--- src/rtl/mux_rr_arbiter_pkg.sv ---
// Shared definitions for the round-robin mux arbiter slice.
//   DATA_W_DEF : default requester / output word width
//   NUM_REQ    : number of requesters (tied to the 4-input mux)
//   sel_t      : 2-bit requester index / mux select
//   data_t     : one requester word at the default width
package mux_arb_pkg;

    localparam int DATA_W_DEF = 4;
    localparam int NUM_REQ    = 4;

    typedef logic [1:0]            sel_t;
    typedef logic [DATA_W_DEF-1:0] data_t;

endpackage : mux_arb_pkg

--- src/rtl/mux_4to1.sv ---
// Plain 4-input multiplexer for the requester datapath.
//   d0..d3 : input words
//   sel    : select, 0..3 picks d0..d3
//   y      : selected word
module mux_4to1 #(
    parameter int DATA_W = 4
) (
    input  logic [DATA_W-1:0] d0,
    input  logic [DATA_W-1:0] d1,
    input  logic [DATA_W-1:0] d2,
    input  logic [DATA_W-1:0] d3,
    input  logic [1:0]        sel,
    output logic [DATA_W-1:0] y
);

    always_comb begin
        y = d0;
        case (sel)
            2'd0:    y = d0;
            2'd1:    y = d1;
            2'd2:    y = d2;
            default: y = d3;
        endcase
    end

endmodule : mux_4to1

--- src/rtl/mux_rr_arbiter_pick4.sv ---
// Combinational round-robin priority search over four requesters.
//   elig      : eligible requester bits
//   ptr       : index with highest priority this cycle
//   winner    : first eligible index at or after ptr (wrapping), 0 if none
//   any_valid : at least one eligible requester
module rr_pick4
    import mux_arb_pkg::*;
(
    input  logic [3:0] elig,
    input  sel_t       ptr,
    output sel_t       winner,
    output logic       any_valid
);

    // Walk offsets from the farthest to the nearest; the last hit is the
    // closest to ptr, so it takes priority.
    always_comb begin
        sel_t idx;
        winner = 2'd0;
        idx    = 2'd0;
        for (int i = 3; i >= 0; i--) begin
            idx = ptr + 2'(i);
            if (elig[idx]) begin
                winner = idx;
            end
        end
    end

    assign any_valid = |elig;

endmodule : rr_pick4

--- src/rtl/mux_rr_arbiter.sv ---
// Round-robin arbiter feeding a 4-input mux into a one-entry output register.
//   clk, rst            : clock, asynchronous active-high reset
//   req_valid[3:0]      : per-requester valid
//   req_data0..3        : requester words (mux inputs d0..d3)
//   req_mask[3:0]       : 1 excludes that requester from arbitration
//   req_ready[3:0]      : one-hot (or zero) accept for this cycle
//   out_valid/out_ready : output register handshake
//   out_data, out_src   : held word and the requester index it came from
//   mux_sel             : current mux select, for debug
//
// Handshake: a transfer happens on a rising edge where valid && ready are
// both high. Requester i's word moves when req_valid[i] && req_ready[i];
// the held word leaves when out_valid && out_ready. ready is never a
// function of the same interface's own ready, and valid from a requester
// may depend on nothing from this block.
//
// State is implicit in out_valid: EMPTY (0) and FULL (1).
module mux_rr_arbiter
    import mux_arb_pkg::*;
#(
    parameter int DATA_W  = DATA_W_DEF,
    parameter int NUM_REQ = mux_arb_pkg::NUM_REQ
) (
    input  logic              clk,
    input  logic              rst,
    input  logic [3:0]        req_valid,
    input  logic [DATA_W-1:0] req_data0,
    input  logic [DATA_W-1:0] req_data1,
    input  logic [DATA_W-1:0] req_data2,
    input  logic [DATA_W-1:0] req_data3,
    input  logic [3:0]        req_mask,
    output logic [3:0]        req_ready,
    output logic              out_valid,
    output logic [DATA_W-1:0] out_data,
    output logic [1:0]        out_src,
    input  logic              out_ready,
    output logic [1:0]        mux_sel
);

    if (NUM_REQ != 4) begin : g_bad_num_req
        $error("mux_rr_arbiter: NUM_REQ must be 4 to match the 4-input mux");
    end

    sel_t              ptr;
    sel_t              sel_q;
    sel_t              winner;
    logic              any_valid;
    logic [3:0]        elig;
    logic              can_accept;
    logic              grant;
    logic [DATA_W-1:0] mux_y;

    assign elig = req_valid & ~req_mask;

    rr_pick4 u_pick (
        .elig      (elig),
        .ptr       (ptr),
        .winner    (winner),
        .any_valid (any_valid)
    );

    // Register is free if empty or its word leaves on this same edge.
    assign can_accept = !out_valid || out_ready;
    assign grant      = can_accept && any_valid;

    // With nobody eligible the select parks on the previous winner.
    assign mux_sel   = any_valid ? winner : sel_q;
    assign req_ready = grant ? (4'b0001 << winner) : 4'b0000;

    mux_4to1 #(.DATA_W(DATA_W)) u_mux (
        .d0  (req_data0),
        .d1  (req_data1),
        .d2  (req_data2),
        .d3  (req_data3),
        .sel (mux_sel),
        .y   (mux_y)
    );

    always_ff @(posedge clk or posedge rst) begin
        if (rst) begin
            out_valid <= 1'b0;
            out_data  <= '0;
            out_src   <= 2'd0;
            ptr       <= 2'd0;
            sel_q     <= 2'd0;
        end else begin
            if (any_valid) begin
                sel_q <= winner;
            end
            if (grant) begin
                out_valid <= 1'b1;
                out_data  <= mux_y;
                out_src   <= winner;
                ptr       <= winner + 2'd1;
            end else if (out_ready) begin
                out_valid <= 1'b0;
            end
        end
    end

endmodule : mux_rr_arbiter

--- config.mk ---
export PLATFORM = sky130hd
export DESIGN_NAME = mux_rr_arbiter
export DESIGN_NICKNAME = d
export VERILOG_FILES = /design/src/rtl/mux_rr_arbiter_pkg.sv /design/src/rtl/mux_4to1.sv /design/src/rtl/mux_rr_arbiter_pick4.sv /design/src/rtl/mux_rr_arbiter.sv
export SDC_FILE = /design/constraint.sdc
export NUM_CORES = 1
export LEC_CHECK = 0
export BUFFER_PORTS_ARGS = -buffer_cell sky130_fd_sc_hd__buf_2
export CAP_MARGIN = 20
export CORE_MARGIN = 3
export CORE_UTILIZATION = 45
export CTS_CLUSTER_DIAMETER = 80
export CTS_CLUSTER_SIZE = 20
export DETAILED_ROUTE_END_ITERATION = 16
export HOLD_SLACK_MARGIN = 0.06
export PLACE_DENSITY = 0.79
export SLEW_MARGIN = 10
export SYNTH_ARGS = -nofsm -noshare
export SYNTH_HDL_FRONTEND = slang
export SYNTH_HIERARCHICAL = 1
export SYNTH_SLANG_ARGS = --single-unit
export TNS_END_PERCENT = 10
--- constraint.sdc ---
create_clock -name clk -period 5.93 [get_ports clk]
set_clock_uncertainty 0.15 [all_clocks]
set_input_delay 1.186 -clock clk [delete_from_list [all_inputs] [get_ports clk]]
set_output_delay 1.186 -clock clk [all_outputs]
set_load 0.01 [all_outputs]
==> out/metrics.csv <==
stage,metric,value,unit
status,status,"finished, final reports clean",
cts,CTS tree,yes,
setup_path,Worst setup EP type,output port,
timing,Final period util,67.4,%
yosys,Ys Warns,6,
grt,global-route wire length before repair,2370,µm
power,Pwr Density,291,nW/µm²
setup_path,crit path cell chain,buf_2 -> nor2b_1 -> mux2i_1 -> a211oi_2 -> inv_1 -> ha_1 -> and3_1 -> buf_2,
cts,number of buffers added for setup after CTS,0,
route,Residual DRC,0,
timing,final setup vio count,0,
place,dpl hpwl,1410,µm
setup_path,"slowest stage delay, CP",0.42,ns
final_layout,ANT cells,0,
timing,Setup TNS Final,0,ns
timing,final hold vios,0,
timing,max-slew violation count,0,
cts,worst-case clock buffer depth,2,
yosys,syn_area_per_cell,12.8,µm²
floorplan,Initial Utilization,48.9,%
timing,Max-Slew Margin vs Limit,72.5,%
cts,worst-skew pair later-pin latency,0.26,ns
final_layout,Area Overhead vs Synth,29.9,%
floorplan,row count,14,
yosys,count of different cell masters after synthesis,21,
cts,Post-CTS Hold Fix Bufs,0,
yosys,Syn Nets,90,
route,drt total wl,1650,µm
final_layout,nets,132,
cts,post-CTS sizing,0,
setup_path,Slowest cell on crit path,a211oi_2,
grt,Total GRT Usage,15.7,%
cts,CTS sink count,11,
timing,Least-Margin Pin Slew,0.412,ns
route,drt initial violations,6,
setup_path,CP top delay family,compound AO/OA/AOI/OAI gates,
final_layout,Util after Layout,63.5,%
cts,TritonCTS Buffers,3,
setup_path,crit-path max FO,6,
yosys,mapped cell area,753,µm²
route,Antenna Violating Nets Remaining,0,
route,drt via density,5.14,
grt,number of global-route vias before repair,558,
route,routed length per instance,14.2,µm
power,leakage power,0.000531,µW
yosys,register bit count reported by yosys,11,
setup_path,Worst setup SP type,input pin,
place,PortBufs,39,
place,placed cells,112,
min_path,Hold WC Path Type,register to register,
floorplan,die area,2200,µm²
floorplan,Die Span X,46.9,µm
final_layout,post-route insts no fill,116,
floorplan,io pins,40,
place,RD Place Congestion,0.687,
floorplan,Die Y,46.9,µm
floorplan,CORE AREA,1540,µm²
final_layout,fin area,978,µm²
place,pre-CTS WS,1.93,ns
setup_path,CP Class,input pin to output port,
setup_path,Crit path buffers/inverters,3,
setup_path,crit-path most repeated cell,buf_2,
route,DRT Pass-1 Iters,4,
final_layout,share of cells above drive strength 1,54.0,%
cts,H-tree levels,1,
timing,fin crit period,3.99,ns
grt,grt ovf,0,
power,Max VDD drop,170,µV
timing,Max Clock Freq,0.250,GHz
route,vias,596,
place,Placed Area,952,µm²
grt,largest net degree at the start of global routing,12,
yosys,Cells after Synth,59,
setup_path,crit path DAT,2.66,ns
cts,"Reg clk slew, reported paths",0.06,ns
timing,RSZ-0062 raised after global routing,false,
run,max cap viols,0,
yosys,"Seq/Total Area, Yosys",36.5,%
timing,Final WS setup,1.94,ns
setup_path,WP data required,4.59,ns
cts,CTS root buf,clkbuf_4,
grt,antenna violations before repair,0,
[cells by family after synthesis]
logic type,count (synthesis),synth area share (%)
DFF,11,36.5
buffers and inverters,5,3.65
adders and majority gates,4,6.64
and+or+nand+nor,20,16.3
AOI/OAI and AO/OA,5,4.65
muxes,14,32.2
[stage by stage]
step | power (µW) | hold WS [ns]
CTS | 288 | 0.369
global placement | 232 | 0.347
global route | 305 | 0.378
floorplan | 197 | 0.396
finish | 284 | 0.358
detailed placement | 238 | 0.355
[layout by cell type (no fill, tap or decap), types with 2 or more instances in the layout]
master,count
buf_2,39
dfrtp_1,11
mux2_4,7
nor2b_1,4
and3_1,4
ha_1,4
mux4_1,4
nor2_1,4
inv_1,3
a21oi_1,3
clkbuf_4,3
mux2_2,2
nand2_1,2
nand2b_1,2
[worst register-to-register path: cells and delay by family (launching register included)]
| family | cells | cell delay, ns |
|---|---|---|
| AOI/OAI and AO/OA | 1 | 0.42 |
| muxes | 4 | 1.36 |
| DFF | 1 | 0.45 |
[flip-flops by register name (all words and copies together), names as in the netlist]
| register | flops |
|---|---|
| out_data | 4 |
| out_src | 2 |
| out_valid | 1 |
| ptr | 2 |
| sel_q | 2 |
[path summary, 6_finish.rpt]
| kind | from | to | depth (start not counted) | slack, ns |
|---|---|---|---|---|
| max in group asynchronous | rst | out_data[1] | 2 | 4.59 |
| min | out_data[3] | out_data[3] | 1 | 0.36 |
| max | req_mask[3] | req_ready[2] | 8 | 1.94 |
| min reg2reg | out_data[3] | out_data[3] | 1 | 0.36 |
| min in group asynchronous | rst | ptr[0] | 2 | 0.75 |
| max reg2reg | ptr[1] | out_data[2] | 5 | 3.44 |
[layout make-up]
| class | instances | area, µm² |
|---|---|---|
| fill | 129 | 563 |
| multi-input combinational | 43 | 450 |
| sequential | 11 | 275 |
| timing repair buffer | 39 | 195 |
| clock buffer | 4 | 26.3 |
| tap | 16 | 20.0 |
| inverter | 3 | 11.3 |
[layer usage]
metal	vias to the layer above	GRT usage (%)	part of all wire [%]
li1	294	-	-
met1	276	18.7	40
met2	26	28.7	54
met3	0	4.60	5.9
met4	0	1.66	0
met5	-	0	0
[cell usage after synthesis]
cell type / n / share of area, %
mux4_1: 4 / 14
mux2_4: 7 / 14
or2b_1: 1 / 1.0
dfrtp_1: 11 / 37
nand2b_1: 2 / 1.7
nor2_1: 4 / 2.0
ha_1: 4 / 6.6
nand2b_4: 1 / 1.8
buf_6: 1 / 1.5
a211oi_1: 1 / 1.0
inv_1: 3 / 1.5
and3_1: 4 / 3.3
mux2i_1: 1 / 1.3
nand2_1: 2 / 1.0
mux2_2: 2 / 3.0
a211oi_2: 1 / 1.7
buf_2: 1 / 0.66
nor3b_1: 1 / 1.0
and2_4: 1 / 1.2
nor2b_1: 4 / 3.3
a21oi_1: 3 / 2.0
[where the power goes]
part           switching [µW]  total (µW)  leakage [µW]  internal, µW
registers                16.9         114      0.000129          97.3
logic                    51.6         121      0.000387          69.7
clock network            23.0        49.0     0.0000150          26.0
No activity file was read; power rests on OpenSTA's default activity.
